--- src/rtl/mesi_cpu_agent.sv ---
// Per-CPU MESI coherence agent in front of the mesi_isc interconnect: direct-mapped tag/state
// array, CPU miss handling over mbus, snoop/enable handling over cbus. Optional: MESI_AGENT_WB_EN.
module mesi_cpu_agent #(
    parameter int ADDR_WIDTH     = 32,
    parameter int MBUS_CMD_WIDTH = 3,
    parameter int CBUS_CMD_WIDTH = 3,
    parameter int LINES_LOG2     = 3
) (
    input  logic                      clk,
    input  logic                      rst,
    input  logic                      cpu_req_i,
    input  logic                      cpu_we_i,
    input  logic [ADDR_WIDTH-1:0]     cpu_addr_i,
    output logic                      cpu_done_o,
    output logic                      cpu_hit_o,
    output logic [MBUS_CMD_WIDTH-1:0] mbus_cmd_o,
    output logic [ADDR_WIDTH-1:0]     mbus_addr_o,
    input  logic                      mbus_ack_i,
    input  logic [CBUS_CMD_WIDTH-1:0] cbus_cmd_i,
    input  logic [ADDR_WIDTH-1:0]     cbus_addr_i,
    output logic                      cbus_ack_o
);
    localparam int LINES  = 1 << LINES_LOG2;
    localparam int WORD_W = ADDR_WIDTH - 2;
    localparam int TAG_W  = ADDR_WIDTH - LINES_LOG2 - 2;

    localparam logic [MBUS_CMD_WIDTH-1:0] MBUS_NOP      = MBUS_CMD_WIDTH'(3'd0);
    localparam logic [MBUS_CMD_WIDTH-1:0] MBUS_WR       = MBUS_CMD_WIDTH'(3'd1);
    localparam logic [MBUS_CMD_WIDTH-1:0] MBUS_RD       = MBUS_CMD_WIDTH'(3'd2);
    localparam logic [MBUS_CMD_WIDTH-1:0] MBUS_WR_BROAD = MBUS_CMD_WIDTH'(3'd3);
    localparam logic [MBUS_CMD_WIDTH-1:0] MBUS_RD_BROAD = MBUS_CMD_WIDTH'(3'd4);

    localparam logic [CBUS_CMD_WIDTH-1:0] CBUS_WR_SNOOP = CBUS_CMD_WIDTH'(3'd1);
    localparam logic [CBUS_CMD_WIDTH-1:0] CBUS_RD_SNOOP = CBUS_CMD_WIDTH'(3'd2);
    localparam logic [CBUS_CMD_WIDTH-1:0] CBUS_EN_WR    = CBUS_CMD_WIDTH'(3'd3);
    localparam logic [CBUS_CMD_WIDTH-1:0] CBUS_EN_RD    = CBUS_CMD_WIDTH'(3'd4);

    localparam logic [1:0] LS_I = 2'd0;
    localparam logic [1:0] LS_S = 2'd1;
    localparam logic [1:0] LS_M = 2'd3;

    typedef enum logic [2:0] {
        ST_IDLE      = 3'd0,
        ST_BROAD     = 3'd1,
        ST_WAIT_EN   = 3'd2,
        ST_ACCESS    = 3'd3,
        ST_SNOOP_ACK = 3'd4,
        ST_WB        = 3'd5
    } state_t;

    // WR_SNOOP invalidates; RD_SNOOP leaves at most a shared copy.
    function automatic logic [1:0] snoop_update(input logic [1:0] cur, input logic is_wr);
        logic [1:0] res;
        if (is_wr) begin
            res = LS_I;
        end else if (cur == LS_I) begin
            res = LS_I;
        end else begin
            res = LS_S;
        end
        return res;
    endfunction

    state_t                    state_r, state_nxt_s, ret_r, ret_nxt_s;
    logic [WORD_W-1:0]         req_word_r, req_word_nxt_s;
    logic                      req_we_r, req_we_nxt_s;
    logic [MBUS_CMD_WIDTH-1:0] mbus_cmd_r, mbus_cmd_nxt_s;
    logic [ADDR_WIDTH-1:0]     mbus_addr_r, mbus_addr_nxt_s;
    logic                      cbus_ack_r, cbus_ack_nxt_s;
    logic                      cpu_done_r, cpu_done_nxt_s;
    logic                      cpu_hit_r, cpu_hit_nxt_s;

    logic [1:0]                line_state_r [LINES];
    logic [TAG_W-1:0]          tag_r        [LINES];

    logic                      ls_we_s, tag_we_s;
    logic [LINES_LOG2-1:0]     ls_idx_s;
    logic [1:0]                ls_val_s;

    logic [LINES_LOG2-1:0]     cpu_idx_s, cb_idx_s, req_idx_s;
    logic [TAG_W-1:0]          cpu_tag_s, cb_tag_s, req_tag_s;
    logic [1:0]                cpu_state_s, cb_state_s;
    logic                      cpu_hit_s, cb_hit_s, cb_is_wr_s;
    logic                      snoop_pending_s, snp_accept_s, en_match_s;
    logic                      unused_ok_s;

    assign cpu_idx_s   = cpu_addr_i[LINES_LOG2+1:2];
    assign cpu_tag_s   = cpu_addr_i[ADDR_WIDTH-1:LINES_LOG2+2];
    assign cpu_state_s = line_state_r[cpu_idx_s];
    assign cpu_hit_s   = (cpu_state_s != LS_I) && (tag_r[cpu_idx_s] == cpu_tag_s);

    assign cb_idx_s    = cbus_addr_i[LINES_LOG2+1:2];
    assign cb_tag_s    = cbus_addr_i[ADDR_WIDTH-1:LINES_LOG2+2];
    assign cb_state_s  = line_state_r[cb_idx_s];
    assign cb_hit_s    = (cb_state_s != LS_I) && (tag_r[cb_idx_s] == cb_tag_s);
    assign cb_is_wr_s  = (cbus_cmd_i == CBUS_WR_SNOOP);

    assign req_idx_s   = req_word_r[LINES_LOG2-1:0];
    assign req_tag_s   = req_word_r[WORD_W-1:LINES_LOG2];

    assign snoop_pending_s = (cbus_cmd_i == CBUS_WR_SNOOP) || (cbus_cmd_i == CBUS_RD_SNOOP);
    assign snp_accept_s    = snoop_pending_s && ((state_r == ST_IDLE) || (state_r == ST_WAIT_EN));
    assign en_match_s      = (cbus_cmd_i == (req_we_r ? CBUS_EN_WR : CBUS_EN_RD)) &&
                             (cbus_addr_i[ADDR_WIDTH-1:2] == req_word_r);

    // Byte-offset bits carry no information for word-aligned traffic.
    assign unused_ok_s = ^{cpu_addr_i[1:0], cbus_addr_i[1:0]};

`ifdef MESI_AGENT_WB_EN
    logic [WORD_W-1:0]     snp_word_r, snp_word_nxt_s;
    logic                  snp_wr_r, snp_wr_nxt_s;
    logic [LINES_LOG2-1:0] snp_idx_s;
    logic                  snp_hit_s;

    assign snp_idx_s = snp_word_r[LINES_LOG2-1:0];
    assign snp_hit_s = (line_state_r[snp_idx_s] != LS_I) &&
                       (tag_r[snp_idx_s] == snp_word_r[WORD_W-1:LINES_LOG2]);
`endif

    // Next-state, output and array-update decode
    always_comb begin
        state_nxt_s     = state_r;
        ret_nxt_s       = ret_r;
        req_word_nxt_s  = req_word_r;
        req_we_nxt_s    = req_we_r;
        mbus_cmd_nxt_s  = mbus_cmd_r;
        mbus_addr_nxt_s = mbus_addr_r;
        cbus_ack_nxt_s  = 1'b0;
        cpu_done_nxt_s  = 1'b0;
        cpu_hit_nxt_s   = 1'b0;
        ls_we_s         = 1'b0;
        ls_idx_s        = cpu_idx_s;
        ls_val_s        = LS_I;
        tag_we_s        = 1'b0;
`ifdef MESI_AGENT_WB_EN
        snp_word_nxt_s  = snp_word_r;
        snp_wr_nxt_s    = snp_wr_r;
`endif
        case (state_r)
            ST_IDLE: begin
                // cpu_done_r guards against re-serving a request still held during its done cycle
                if (!snp_accept_s && cpu_req_i && !cpu_done_r) begin
                    req_word_nxt_s = cpu_addr_i[ADDR_WIDTH-1:2];
                    req_we_nxt_s   = cpu_we_i;
                    if (cpu_hit_s && (!cpu_we_i || cpu_state_s[1])) begin
                        cpu_done_nxt_s = 1'b1;
                        cpu_hit_nxt_s  = 1'b1;
                        ls_we_s        = cpu_we_i;
                        ls_idx_s       = cpu_idx_s;
                        ls_val_s       = LS_M;
                    end else begin
                        state_nxt_s     = ST_BROAD;
                        mbus_cmd_nxt_s  = cpu_we_i ? MBUS_WR_BROAD : MBUS_RD_BROAD;
                        mbus_addr_nxt_s = {cpu_addr_i[ADDR_WIDTH-1:2], 2'b00};
                    end
                end else begin
                    state_nxt_s = state_r;
                end
            end
            ST_BROAD: begin
                if (mbus_ack_i) begin
                    mbus_cmd_nxt_s = MBUS_NOP;
                    state_nxt_s    = ST_WAIT_EN;
                end else begin
                    state_nxt_s = state_r;
                end
            end
            ST_WAIT_EN: begin
                if (!snp_accept_s && en_match_s) begin
                    cbus_ack_nxt_s  = 1'b1;
                    state_nxt_s     = ST_ACCESS;
                    mbus_cmd_nxt_s  = req_we_r ? MBUS_WR : MBUS_RD;
                    mbus_addr_nxt_s = {req_word_r, 2'b00};
                end else begin
                    state_nxt_s = state_r;
                end
            end
            ST_ACCESS: begin
                if (mbus_ack_i) begin
                    mbus_cmd_nxt_s = MBUS_NOP;
                    ls_we_s        = 1'b1;
                    ls_idx_s       = req_idx_s;
                    ls_val_s       = req_we_r ? LS_M : LS_S;
                    tag_we_s       = 1'b1;
                    cpu_done_nxt_s = 1'b1;
                    state_nxt_s    = ST_IDLE;
                end else begin
                    state_nxt_s = state_r;
                end
            end
            ST_SNOOP_ACK: begin
                state_nxt_s = ret_r;
            end
`ifdef MESI_AGENT_WB_EN
            ST_WB: begin
                if (mbus_ack_i) begin
                    mbus_cmd_nxt_s = MBUS_NOP;
                    cbus_ack_nxt_s = 1'b1;
                    state_nxt_s    = ST_SNOOP_ACK;
                    ls_we_s        = snp_hit_s;
                    ls_idx_s       = snp_idx_s;
                    ls_val_s       = snoop_update(line_state_r[snp_idx_s], snp_wr_r);
                end else begin
                    state_nxt_s = state_r;
                end
            end
`endif
            default: begin
                state_nxt_s = ST_IDLE;
            end
        endcase

        if (snp_accept_s) begin
            ret_nxt_s = state_r;
`ifdef MESI_AGENT_WB_EN
            snp_word_nxt_s = cbus_addr_i[ADDR_WIDTH-1:2];
            snp_wr_nxt_s   = cb_is_wr_s;
            if (cb_hit_s && (cb_state_s == LS_M)) begin
                state_nxt_s     = ST_WB;
                mbus_cmd_nxt_s  = MBUS_WR;
                mbus_addr_nxt_s = {cbus_addr_i[ADDR_WIDTH-1:2], 2'b00};
            end else begin
                cbus_ack_nxt_s = 1'b1;
                state_nxt_s    = ST_SNOOP_ACK;
                ls_we_s        = cb_hit_s;
                ls_idx_s       = cb_idx_s;
                ls_val_s       = snoop_update(cb_state_s, cb_is_wr_s);
            end
`else
            cbus_ack_nxt_s = 1'b1;
            state_nxt_s    = ST_SNOOP_ACK;
            ls_we_s        = cb_hit_s;
            ls_idx_s       = cb_idx_s;
            ls_val_s       = snoop_update(cb_state_s, cb_is_wr_s);
`endif
        end else begin
            ret_nxt_s = ret_r;
        end
    end

    // FSM state, request context and registered outputs
    always_ff @(posedge clk) begin
        if (rst) begin
            state_r     <= ST_IDLE;
            ret_r       <= ST_IDLE;
            req_word_r  <= {WORD_W{1'b0}};
            req_we_r    <= 1'b0;
            mbus_cmd_r  <= MBUS_NOP;
            mbus_addr_r <= {ADDR_WIDTH{1'b0}};
            cbus_ack_r  <= 1'b0;
            cpu_done_r  <= 1'b0;
            cpu_hit_r   <= 1'b0;
`ifdef MESI_AGENT_WB_EN
            snp_word_r  <= {WORD_W{1'b0}};
            snp_wr_r    <= 1'b0;
`endif
        end else begin
            state_r     <= state_nxt_s;
            ret_r       <= ret_nxt_s;
            req_word_r  <= req_word_nxt_s;
            req_we_r    <= req_we_nxt_s;
            mbus_cmd_r  <= mbus_cmd_nxt_s;
            mbus_addr_r <= mbus_addr_nxt_s;
            cbus_ack_r  <= cbus_ack_nxt_s;
            cpu_done_r  <= cpu_done_nxt_s;
            cpu_hit_r   <= cpu_hit_nxt_s;
`ifdef MESI_AGENT_WB_EN
            snp_word_r  <= snp_word_nxt_s;
            snp_wr_r    <= snp_wr_nxt_s;
`endif
        end
    end

    // Line state array; reset invalidates every line
    always_ff @(posedge clk) begin
        if (rst) begin
            for (int i = 0; i < LINES; i++) begin
                line_state_r[i] <= LS_I;
            end
        end else if (ls_we_s) begin
            line_state_r[ls_idx_s] <= ls_val_s;
        end
    end

    // Tag array, written only on fill; contents are meaningless while the line is I
    always_ff @(posedge clk) begin
        if (!rst && tag_we_s) begin
            tag_r[req_idx_s] <= req_tag_s;
        end
    end

    assign cpu_done_o  = cpu_done_r;
    assign cpu_hit_o   = cpu_hit_r;
    assign mbus_cmd_o  = mbus_cmd_r;
    assign mbus_addr_o = mbus_addr_r;
    assign cbus_ack_o  = cbus_ack_r;

endmodule

--- config.mk ---
export PLATFORM = sky130hd
export DESIGN_NAME = mesi_cpu_agent
export DESIGN_NICKNAME = d
export VERILOG_FILES = /design/src/rtl/mesi_cpu_agent.sv
export SDC_FILE = /design/constraint.sdc
export NUM_CORES = 1
export LEC_CHECK = 0
export BUFFER_PORTS_ARGS = -buffer_cell sky130_fd_sc_hd__buf_2
export CORE_MARGIN = 2
export CORE_UTILIZATION = 53
export CTS_BUF_LIST = sky130_fd_sc_hd__clkbuf_16
export CTS_CLUSTER_DIAMETER = 200
export CTS_CLUSTER_SIZE = 16
export DETAILED_ROUTE_END_ITERATION = 8
export MAX_ROUTING_LAYER = met4
export PLACE_DENSITY = 0.68
export SYNTH_ARGS = -nofsm -noshare
export SYNTH_HDL_FRONTEND = slang
export SYNTH_SLANG_ARGS = --single-unit
--- constraint.sdc ---
create_clock -name clk -period 8.5 [get_ports clk]
set_input_delay 1.7 -clock clk [delete_from_list [all_inputs] [get_ports clk]]
set_output_delay 1.7 -clock clk [all_outputs]
set_load 0.03 [all_outputs]
======== Yosys cells after proc, flatten, opt, wreduce, memory -nomap -nowiden ========
Memory sizes are Yosys's and may differ from the RTL's.
Cells that the tools add are included.
storage, ports and cells
  flip-flop bits (word level) ............. 75
  bits in writable memories ............... 232
  memories ................................ 2
memories
  name          words  bits a word  read ports  clocked after Yosys merged registers in  write ports  line  text
  tag_r         8      27           2           0                                        1            74    logic [TAG_W-1:0] tag_r [LINES];
  line_state_r  8      2            2           0                                        8            73    logic [1:0] line_state_r [LINES];
operators by class
  equal/unequal tests ..................... 21
  mux-type cells .......................... 51
  bitwise logic cells ..................... 1
  reduce and logical (&&, ||, !) cells .... 31
operators with widths
  kind                                                              number
  32-bit 2-to-1 mux                                                 3
  32-bit case mux with 2 select lines                               1
  27-bit == test                                                    2
  3-bit 2-to-1 mux                                                  15
  30-bit == test                                                    1
  1-bit 2-to-1 mux                                                  20
  3-bit case mux with 5 select lines                                1
  5-bit AND reduction                                               3
  2-bit 2-to-1 mux                                                  7
  3-bit by 2-bit == test with 1-bit output (second input constant)  3
  1-bit logical AND                                                 9
  3-bit != test (second input constant)                             3
  3-bit case mux with 3 select lines                                1
  2-bit OR reduction                                                4
  3-bit by 1-bit == test with 1-bit output (second input constant)  2
  2-bit by 1-bit != test with 1-bit output (second input constant)  3
  2-bit != test (second input constant)                             3
  3-bit by 2-bit != test with 1-bit output (second input constant)  2
  2-bit nonzero test                                                3
  1-bit logical NOT                                                 4
  1-bit case mux with 2 select lines                                2
  2-bit case mux with 2 select lines                                1
  4-bit AND reduction                                               1
  3-bit == test                                                     1
  7 further kinds                                                   9

======== Longest topological paths before layout ========
Gate-level depths: netlist of the first run.
  depth after elaboration ................. 14
  gate-level depth with buffers ........... 14

======== Least setup slack after synthesis of the first run ========
No wires, ideal clock.
  path kind ............................... input -> register
  start point ............................. input mbus_ack_i
  end point ............................... memory tag_r[4][0] in the netlist's numbering (enable)
  data arrival time ....................... 4.515 ns
  data required time ...................... 8.049 ns
  slack ................................... 3.534 ns
  stages .................................. 3
  buffers on the path ..................... 0
  cell sequence ........................... nand4b_1 or3_1 nor3b_1
between the ends
  cells in the longest elaborated chain, start to end .. 5
RTL lines
  item                                    line  text
  start, declared                         18    input logic mbus_ack_i,
  1-bit 2-to-1 mux                        179   if (mbus_ack_i) begin
  1-bit 2-to-1 mux                        139   case (state_r)
  1-bit logical AND                       287   if (!rst && tag_we_s) begin
  1-bit 2-to-1 mux                        287
  1-bit 2-to-1 mux (not written as such)  288   tag_r[req_idx_s] <= req_tag_s;
  end, declared                           74
Every way passes these cells.

======== Final worst setup path of the first run ========
  start point ............................. input cpu_addr_i[4]
  end point ............................... register mbus_addr_r[27], in the netlist mbus_addr_o[27]
between the ends
  cells in the longest elaborated chain, start to end .. 6
  elaborated cells on any way between the ends .. 9
RTL lines
  item                                                          line  text
  start, declared                                               13    input logic [ADDR_WIDTH-1:0] cpu_addr_i,
  memory 8 x 27 bit / memory 8 x 2 bit (equally long branches)  n/a
  27-bit == test / 2-bit nonzero test (equally long branches)   90    assign cpu_hit_s = (cpu_state_s != LS_I) && (tag_r[cpu_idx_s] == cpu_tag_s);
  1-bit logical AND                                             90
  1-bit logical AND (*)                                         145   if (cpu_hit_s && (!cpu_we_i || cpu_state_s[1])) begin
  2-bit != test (no line) (*)                                   n/a
  4-bit AND reduction (no line) (*)                             n/a
  end signal, assigned                                          249   mbus_addr_r <= {ADDR_WIDTH{1'b0}};
  end signal, assigned                                          263   mbus_addr_r <= mbus_addr_nxt_s;
  end, declared                                                 68    logic [ADDR_WIDTH-1:0] mbus_addr_r, mbus_addr_nxt_s;
Mark *: on every way between the ends. The rest lies on a longest branch, timed or not.
A chain may end at the register's enable or synchronous reset.

==> results.ini, run 1 <==
[run]
maxCapViolCount = 0

[floorplanning]
io_pins = 110
rows = 62
die_w_um = 175
start_util = 0.537
dieArea_mm2 = 0.0305
fp.dieH_um = 175
fp.coreArea_mm2 = 0.0287

[clock_tree]
clock-root-buffer = clkbuf_16
hold_buffers = 0
worstSkewPairLatency_ps = 540
cts_made_buffers = 23
h-tree-depth = 1
clk_path_buf_depth = 3
cts_tree = done
cts_resized = 0
cts_sinks = 305
clk_pin_slew_ps = 80
cts_setup_buffers = 0

[detailed_routing]
route.met2.wl_mm = 20.3
wl_per_cell_um = 26.3
post_drt_via_cell_ratio = 6.32
num_vias = 10100
wl_met3_mm = 3.17
first_pass_iters = 5
drc = 0
drt-met1-wl_mm = 17.5
routed_wl_mm = 42.2
ant_nets = 0
dr.max_layer_used = met4
first_iter_violations = 1232

[power]
power_w = 0.00316
clock_power_share = 0.321
peakVddDrop_uv = 89.6
p_int_w = 0.00232
switching_share = 0.267
switching_power_w = 0.000845
leakagePower_nw = 6.04
power_density_mw_per_mm2 = 187
combPwrFrac = 0.141
pwr-share-seq = 0.537

[logic_synthesis]
postSynthCellCount = 1127
yosysTopAreaCell = edfxtp_1
synth-edff-count = 232
ys_types = 59
netlist_area_mm2 = 0.0154
synth_top_cell_area_share = 0.452
yosys_most_used_dff = edfxtp_1
avgSynthCellArea_um2 = 13.7
yosysWarnings = 0
async_reset_ff_frac = 0
synth-seq-cells = 305
ys_top_cells_by_area = edfxtp_1 (45%), mux4_2 (11%), dfxtp_1 (9.5%)
ys_seq_area_frac = 0.547

[sta]
fin_worst_skew_ps = 16.6
layout_setup_ws_ps = 3020
whs_ps = 467
max_freq_ghz = 0.182
tns_ps = 0
hold_viol = 0
period_needed_ps = 5480
setup_viol = 0
worstMarginPinSlew_ps = 1020
slew_violations = 0
period_share = 0.645
rsz0062_at_grt = no
slew_headroom = 0.322

[placement]
place_congestion = 0.920
detailed_place_hpwl_mm = 27.1
io_buffers = 103
dp_slack_ps = 2570

[final_layout]
final_layout_size_suffix_gt1_frac = 0.232
nets = 1276
fin_util = 0.587
synthToLayoutAreaGrowth_pct = 9.38

[worst_setup_path]
path_cells = buf_2 > buf_4 > nor2b_1 > a22oi_1 > a21oi_1 > o22ai_1 > or4_1 > nor4_4 > o21a_4 > mux2_4
critical_path_class = primary input to flip-flop
crit_path_top_delay_cell = or4_1
worstPathRequired_ps = 8930
cp-start-kind = primary input
arrival_ps = 5910
crit_path_end_kind = flip-flop
critPathMaxStageDelay_ps = 680
critPathMaxFanout = 34

[grt]
grt_pass1_wl_mm = 61.9
overflow = 0
antenna_found_initial = 1
grt_usage = 0.283
grt_max_degree = 62
grt_pass1_vias = 9901

[run_status]
outcome = finished, final reports clean

[worst_hold_path]
hp-class = flip-flop to flip-flop

## sequential cells by signal (all words and copies together) (netlist names)
signal        flops
req_word_r       30
cbus_ack_o        1
line_state_r     16
req_we_r          1
mbus_addr_o      30
tag_r           216
mbus_cmd_o        3
state_r           3
cpu_done_o        1
cpu_hit_o         1
ret_r             3
## critical path: cells and delay by family
| kind | cells | cell delay, ps |
|---|---|---|
| and+or+nand+nor | 3 | 1820 |
| muxes | 1 | 360 |
| buffers and inverters | 2 | 860 |
| AOI/OAI and AO/OA | 4 | 1120 |
## layout by cell type, fill, tap and decap left out, types with 16 or more instances in the layout
cell type and n:
edfxtp_1 232, mux2i_1 120, buf_2 99, nand2_1 83, mux4_2 77, dfxtp_1 73, nor2_1 62, a21oi_1 52
nor2b_1 42, xor2_1 37, xnor2_1 33, mux2_4 30, nor3_1 25, buf_4 24, inv_1 23, clkbuf_16 23
a22oi_1 17, mux2_2 16
## synth_stat cells (13+ instances only)
cell,count
nor4_1,13
buf_2,21
a22oi_1,17
clkbuf_1,29
xor2_1,37
mux2i_1,120
nor3_1,27
edfxtp_1,232
dfxtp_1,73
mux4_2,77
o21ai_0,13
mux2_4,30
nand2_1,83
xnor2_1,33
nor2b_1,42
nor2_1,65
a21oi_1,52
mux2_2,16
## area by class of cell
class,count,area [µm²]
clock inverters,17,76.3
well taps,384,480
inverters,8,30.0
multi-input cells,743,6590
repair buffers,123,676
diodes,1,2.50
flip-flops and latches,305,8430
clock buffers,23,576
fillers,2315,11800
## final timing paths
path	from	endpoint	slack (ps)	cells after the start
setup reg to reg	tag_r[6][4]$_DFFE_PP_	mbus_addr_o[27]$_SDFFE_PP0P_	4680	8
hold / removal	ret_r[2]$_SDFFE_PP0P_	ret_r[2]$_SDFFE_PP0P_	470	1
hold reg to reg	ret_r[2]$_SDFFE_PP0P_	ret_r[2]$_SDFFE_PP0P_	470	1
setup / recovery	cpu_addr_i[4]	mbus_addr_o[27]$_SDFFE_PP0P_	3020	10
## power groups by stage
| stage | Combinational (W) | Sequential [W] | Clock, W |
|---|---|---|---|
| 2_1_floorplan | 0.000294 | 0.00174 | 0 |
| 3_3_place_gp | 0.000437 | 0.00173 | 0 |
| 3_5_place_dp | 0.000443 | 0.00173 | 0 |
| 4_1_cts | 0.000445 | 0.00170 | 0.00102 |
| 5_1_grt | 0.000473 | 0.00170 | 0.00108 |
| 6_report | 0.000447 | 0.00170 | 0.00102 |
## cell families after synthesis
group                  share of synthesized area
flip-flops                                 0.547
AND/OR/NAND/NOR                           0.0951
multiplexers                               0.231
AO/OA/AOI/OAI                             0.0576
buffers and inverters                     0.0292
XOR/XNOR                                  0.0398
other                                   0.000243
## per-stage QoR
step                area [µm²]  std cells
floorplan                15400       1128
global placement         16200       1563
detailed placement       16200       1563
CTS                      16900       1603
global route             16900       1604
finish                   16900       1604
## metal layers
layer	GRT usage	vias to the layer above
met1	0.381	5159
li1	-	4462
met2	0.452	445
met4	0.0896	0
met3	0.0354	76
met5	-	-
Power figures use the tool's default switching activity.
==> run 2, diff against run 1 <==
ABC_AREA = 1   (was unset)
clock period = 5.15 ns   (was 8.5 ns; I/O delays follow)
==> run 2 against run 1 <==
Area after synthesis grew 7.5%; wire length grew 23%; first-iteration DRC count grew 56%; non-clock buffer count grew 11; design area grew 6.6%; via count grew 46%; clock power grew 63%; sequential share of layout area shrank 3.1 points; critical path type unchanged.
==> results.ini, run 2 <==
[sta]
layout_setup_ws_ps = 1360  ; -1670 ps
period_needed_ps = 3790
worstMarginPinSlew_ps = 1060  ; +44.6 ps
max_freq_ghz = 0.264
slew_violations = 0  ; unchanged
rsz0062_at_grt = no
tns_ps = 0  ; unchanged
setup_viol = 0  ; unchanged
hold_viol = 0  ; unchanged
period_share = 0.737
fin_worst_skew_ps = 19.2  ; +2.66 ps
slew_headroom = 0.285  ; -0.0372

[logic_synthesis]
ys_types = 32  ; -46%
synth_most_common_cell = nand2_1
synth_top_cell_area_share = 0.420  ; -0.0316
async_reset_ff_frac = 0  ; unchanged
yosysTopAreaCell = edfxtp_1
synth_commonest_cells = nand2_1 (657), nand3_1 (277), inv_1 (240)
synth-edff-count = 232  ; unchanged
yosysWarnings = 0  ; unchanged
yosys_most_used_dff = edfxtp_1
ys_seq_area_frac = 0.509  ; -0.0382
postSynthCellCount = 2143  ; +90%
synth-seq-cells = 305  ; unchanged
avgSynthCellArea_um2 = 7.73  ; -43%
ys_top_cells_by_area = edfxtp_1 (42%), nand2_1 (15%), dfxtp_1 (8.8%)
netlist_area_mm2 = 0.0166  ; +7.5%

[final_layout]
synthToLayoutAreaGrowth_pct = 8.45
n_fill_cell = 2800  ; +21%
fin_area_mm2 = 0.0180  ; +6.6%
num_antenna_cells = 0  ; -1
final_layout_size_suffix_gt1_frac = 0.0826  ; -0.150
seq_area_mm2 = 0.00843  ; unchanged
regMostFlops = tag_r
fin_util = 0.586  ; -0.00145
largest_register_ffs = 216  ; unchanged
final_cell_mix = nand2_1 (656), nand3_1 (277), inv_1 (255), edfxtp_1 (232), nor2_1 (219)
final_common_cell = nand2_1
final_cells = 2599  ; +62%
nets = 2260  ; +77%
multi_input_area_mm2 = 0.00669  ; +1.4%

[worst_setup_path]
cp-startpoint = cpu_addr_i[2]
r2r-start = state_r[1]$_SDFFE_PP0P_
r2r_cells = 9  ; +1
cp-start-kind = primary input
critPathMaxFanout = 60  ; +76%
timing.rr.end = tag_r[7][10]$_DFFE_PP_
arrival_ps = 4040  ; -1870 ps
regToRegSetupSlack_ps = 2070  ; -2610 ps
worstPathRequired_ps = 5400  ; -3530 ps
critical_path_class = primary input to flip-flop
endpoint = line_state_r[4][0]$_SDFFCE_PN0P_
crit_path_end_kind = flip-flop

[placement]
dp_slack_ps = 866  ; -1700 ps
place_inst = 2559  ; +64%
dpl_cell_area_mm2 = 0.0173  ; +6.9%
io_buffers = 103  ; unchanged
detailed_place_hpwl_mm = 33.0  ; +21%
place_congestion = 0.960  ; +4.4%

[grt]
overflow = 0  ; unchanged
grt_pass1_wl_mm = 78.0  ; +26%
grt_pass1_vias = 13400  ; +36%
grt_max_degree = 163  ; +160%
grt_usage = 0.321  ; +0.0381
antenna_found_initial = 0  ; -1

[worst_hold_path]
hp-class = flip-flop to flip-flop
worstHoldPathCells = 2  ; +1

[detailed_routing]
drc = 0  ; unchanged
num_vias = 14900  ; +46%
ant_nets = 0  ; unchanged
routed_wl_mm = 52.0  ; +23%
post_drt_via_cell_ratio = 5.71  ; -9.6%
wl_per_cell_um = 20.0  ; -24%
first_iter_violations = 1917  ; +56%
first_pass_iters = 6  ; +1

[run]
maxCapViolCount = 0  ; unchanged

[clock_tree]
clk_path_buf_depth = 3  ; unchanged
clock-root-buffer = clkbuf_16
h-tree-depth = 1  ; unchanged
cts_setup_buffers = 0  ; unchanged
clk_pin_slew_ps = 80  ; about the same
cts_made_buffers = 23  ; unchanged
cts_tree = done
cts_sinks = 305  ; unchanged
hold_buffers = 0  ; unchanged
worstSkewPairLatency_ps = 540  ; about the same
cts_resized = 0  ; unchanged

[floorplanning]
die_w_um = 181  ; +3.6%
fp.coreArea_mm2 = 0.0307  ; +6.9%
start_util = 0.540  ; +0.00329
dieArea_mm2 = 0.0327  ; +7.3%
io_pins = 110  ; unchanged
rows = 64  ; +3.2%
fp.dieH_um = 181  ; +3.6%

[power]
leakagePower_nw = 8.14  ; +35%
power_density_mw_per_mm2 = 360  ; +92%
peakVddDrop_uv = 334  ; +270%

[run_status]
outcome = finished, final reports clean

==> run 2: kinds of logic (layout without fill, tap and decap cells) <==
family,after synthesis,in the layout,share of synthesized area
DFF,305,305,0.509
AOI/OAI and AO/OA,242,242,0.0821
and+or+nand+nor,1208,1208,0.303
other,1,2,0.000226
buffers and inverters,360,419,0.0923
xor gates and xnor gates,27,27,0.0143
==> run 2: layer usage <==
layer  vias to the layer above  wire length (µm)  track usage
li1                       7078                 -            -
met3                       106              5290       0.0355
met5                         -                 0            -
met1                      6861             21500        0.450
met4                         0              1780        0.114
met2                       805             23400        0.486
==> run 2: where the power goes <==
group / switching (W) / internal [W]
Sequential: 0.000240 / 0.00293
Combinational: 0.00119 / 0.000440
Clock: 0.000852 / 0.000813
==> run 2: final cells by class <==
| type | count | share of cell area |
|---|---|---|
| repair buffers | 134 | 0.0440 |
| clock inverters | 17 | 0.00425 |
| multi-input cells | 1479 | 0.372 |
| well taps | 396 | 0.0276 |
| clock buffers | 23 | 0.0320 |
| flip-flops and latches | 305 | 0.469 |
| inverters | 245 | 0.0512 |
==> run 2: worst min path at each step <==
stage                          startpoint               endpoint  slack [ps]
finish              ret_r[0]$_SDFFE_PP0P_  ret_r[0]$_SDFFE_PP0P_         440
floorplan           ret_r[0]$_SDFFE_PP0P_  ret_r[0]$_SDFFE_PP0P_         410
global placement    ret_r[2]$_SDFFE_PP0P_  ret_r[2]$_SDFFE_PP0P_         430
global route        ret_r[0]$_SDFFE_PP0P_  ret_r[0]$_SDFFE_PP0P_         460
CTS                 ret_r[0]$_SDFFE_PP0P_  ret_r[0]$_SDFFE_PP0P_         440
detailed placement  ret_r[0]$_SDFFE_PP0P_  ret_r[0]$_SDFFE_PP0P_         430
==> run 2: metrics by stage <==
step           hold WS, ps  total power [W]
6_report               436          0.00646
5_1_grt                463          0.00675
4_1_cts                436          0.00645
3_5_place_dp           426          0.00481
3_3_place_gp           430          0.00478
2_1_floorplan          410          0.00423
==> run 2: critical path, stage by stage <==
cell and delay, ps:
buf_4 220, inv_2 100, buf_4 590, nand2_1 130
nand3_1 110, nand3_1 110, nand2_1 90, nand2_1 50
nand2_1 60, nand3_1 100, nor2_1 260, nand2_1 160
nor2_2 280, nand3_1 110, nand2_1 210, nand4_1 200
nand2_1 160
==> run 3, diff against run 2 <==
PLACE_DENSITY = 0.71   (was 0.68)
clock period = 3.29 ns   (was 5.15 ns; I/O delays follow)
==> run 3 against run 2 <==
Via count is 1.4% higher; count of clock-buffer cells in the layout stayed put; combinational power is 59% higher; worst hold slack worse by 20 ps; die area stayed put; clock power is 58% higher; critical path depth is 2 lower; critical endpoint is now line_state_r[0][1]$_SDFFCE_PN0P_; non-clock buffer count is 37 higher; sequential power is 57% higher; design area is 3.0% higher.
==> results.ini, run 3 (same netlist as run 2, synthesis figures left out) <==
[power]
peakVddDrop_uv = 575  ; +72%
power_density_mw_per_mm2 = 550  ; +53%
leakagePower_nw = 8.41  ; +3.3%

[worst_setup_path]
r2r_cells = 7  ; -2
crit_path_end_kind = flip-flop
worstPathRequired_ps = 3540  ; -1860 ps
cp-startpoint = cbus_addr_i[2]
critPathMaxFanout = 12  ; -80%
critical_path_class = primary input to flip-flop
arrival_ps = 3030  ; -1010 ps
cp-start-kind = primary input
r2r-start = state_r[1]$_SDFFE_PP0P_

[clock_tree]
cts_made_buffers = 23  ; unchanged
clk_pin_slew_ps = 70  ; about the same
cts_setup_buffers = 0  ; unchanged
clk_path_buf_depth = 3  ; unchanged
h-tree-depth = 1  ; unchanged
worstSkewPairLatency_ps = 540  ; about the same
cts_resized = 0  ; unchanged
clock-root-buffer = clkbuf_16
cts_tree = done
cts_sinks = 305  ; unchanged
hold_buffers = 0  ; unchanged

[floorplanning]
dieArea_mm2 = 0.0327  ; unchanged
start_util = 0.540  ; unchanged
fp.dieH_um = 181  ; unchanged
io_pins = 110  ; unchanged
fp.coreArea_mm2 = 0.0307  ; unchanged
die_w_um = 181  ; unchanged
rows = 64  ; unchanged

[worst_hold_path]
hold_start = cpu_addr_i[10]
worstHoldPathCells = 3  ; +1
hp-class = primary input to flip-flop

[detailed_routing]
wl_per_cell_um = 19.5  ; -2.4%
routed_wl_mm = 51.6  ; -0.83%
drc = 0  ; unchanged
ant_nets = 0  ; unchanged
first_iter_violations = 1893  ; -1.3%
post_drt_via_cell_ratio = 5.70  ; -0.19%
first_pass_iters = 6  ; unchanged
num_vias = 15100  ; +1.4%

[placement]
place_inst = 2596  ; +1.4%
place_congestion = 0.997  ; +3.8%
detailed_place_hpwl_mm = 34.8  ; +5.5%
dpl_cell_area_mm2 = 0.0178  ; +3.0%
io_buffers = 103  ; unchanged

[sta]
setup_viol = 0  ; unchanged
slew_headroom = 0.445  ; +0.160
worstMarginPinSlew_ps = 824  ; -238 ps
period_share = 0.846
rsz0062_at_grt = no
hold_viol = 0  ; unchanged
tns_ps = 0  ; unchanged
fin_worst_skew_ps = 18.2  ; -0.994 ps
slew_violations = 0  ; unchanged
period_needed_ps = 2780
max_freq_ghz = 0.359

[grt]
grt_pass1_wl_mm = 78.2  ; +0.21%
antenna_found_initial = 1  ; +1
overflow = 0  ; unchanged
grt_max_degree = 81  ; -50%
grt_pass1_vias = 14000  ; +3.9%
grt_usage = 0.318  ; -0.00263

[run]
maxCapViolCount = 0  ; unchanged

[final_layout]
multi_input_area_mm2 = 0.00669  ; unchanged
fin_area_mm2 = 0.0185  ; +3.0%
final_common_cell = nand2_1
regMostFlops = tag_r
n_fill_cell = 2698  ; -3.6%
largest_register_ffs = 216  ; unchanged
synthToLayoutAreaGrowth_pct = 11.7
nets = 2297  ; +1.6%
final_cells = 2640  ; +1.6%
final_layout_size_suffix_gt1_frac = 0.0981  ; +0.0155
seq_area_mm2 = 0.00843  ; unchanged
final_cell_mix = nand2_1 (656), nand3_1 (277), inv_1 (256), edfxtp_1 (232), nor2_1 (219)

[run_status]
outcome = finished, final reports clean

-- run 3: stage by stage --
step	hold WS, ps	total power [W]	util	worst slack (ps)
after floorplan	410	0.00662	-	388
after global placement	429	0.00752	0.582	79.0
after detailed placement	433	0.00757	0.582	49.8
after CTS	400	0.0102	0.604	580
after global routing	424	0.0106	0.604	270
final	416	0.0102	0.604	506
-- run 3: worst max-delay path, stage by stage --
cell      delay (ps)
buf_4            140
inv_2            290
buf_4            240
nand2_1           70
nand3_1           70
nand3_1          100
nand3b_1         110
nand2_1           70
nor2_1           250
nand2_1           90
nor2_1           100
nand2_1          130
o21ai_2          320
nand4_1          240
nand2_1          150
-- run 3: power by group --
group	switching (W)	internal [W]
registers	0.000379	0.00459
clock network	0.00135	0.00128
logic	0.00185	0.000745
-- run 3: area by class of cell --
| type | count | area share |
|---|---|---|
| Tap cell | 396 | 0.0268 |
| Multi-Input combinational cell | 1479 | 0.361 |
| Clock inverter | 19 | 0.00480 |
| Antenna cell | 2 | 0.000270 |
| Sequential cell | 305 | 0.455 |
| Timing Repair Buffer | 171 | 0.0712 |
| Inverter | 245 | 0.0497 |
| Clock buffer | 23 | 0.0311 |
-- run 3: worst paths after layout --
kind | slack [ps] | end
worst max-delay path | 510 | line_state_r[0][1]$_SDFFCE_PN0P_
worst min-delay path | 420 | req_word_r[8]$_SDFFE_PP0P_
worst max register to register | 650 | tag_r[0][5]$_DFFE_PP_
worst min register to register | 440 | ret_r[2]$_SDFFE_PP0P_
-- run 3: metal layers --
layer  part of all wire  global-route usage  vias up
met5                  0                   -        -
met4              0.040               0.130        0
met2               0.45               0.493      813
li1                   -                   -     7155
met3               0.10              0.0502      142
met1               0.40               0.420     6946
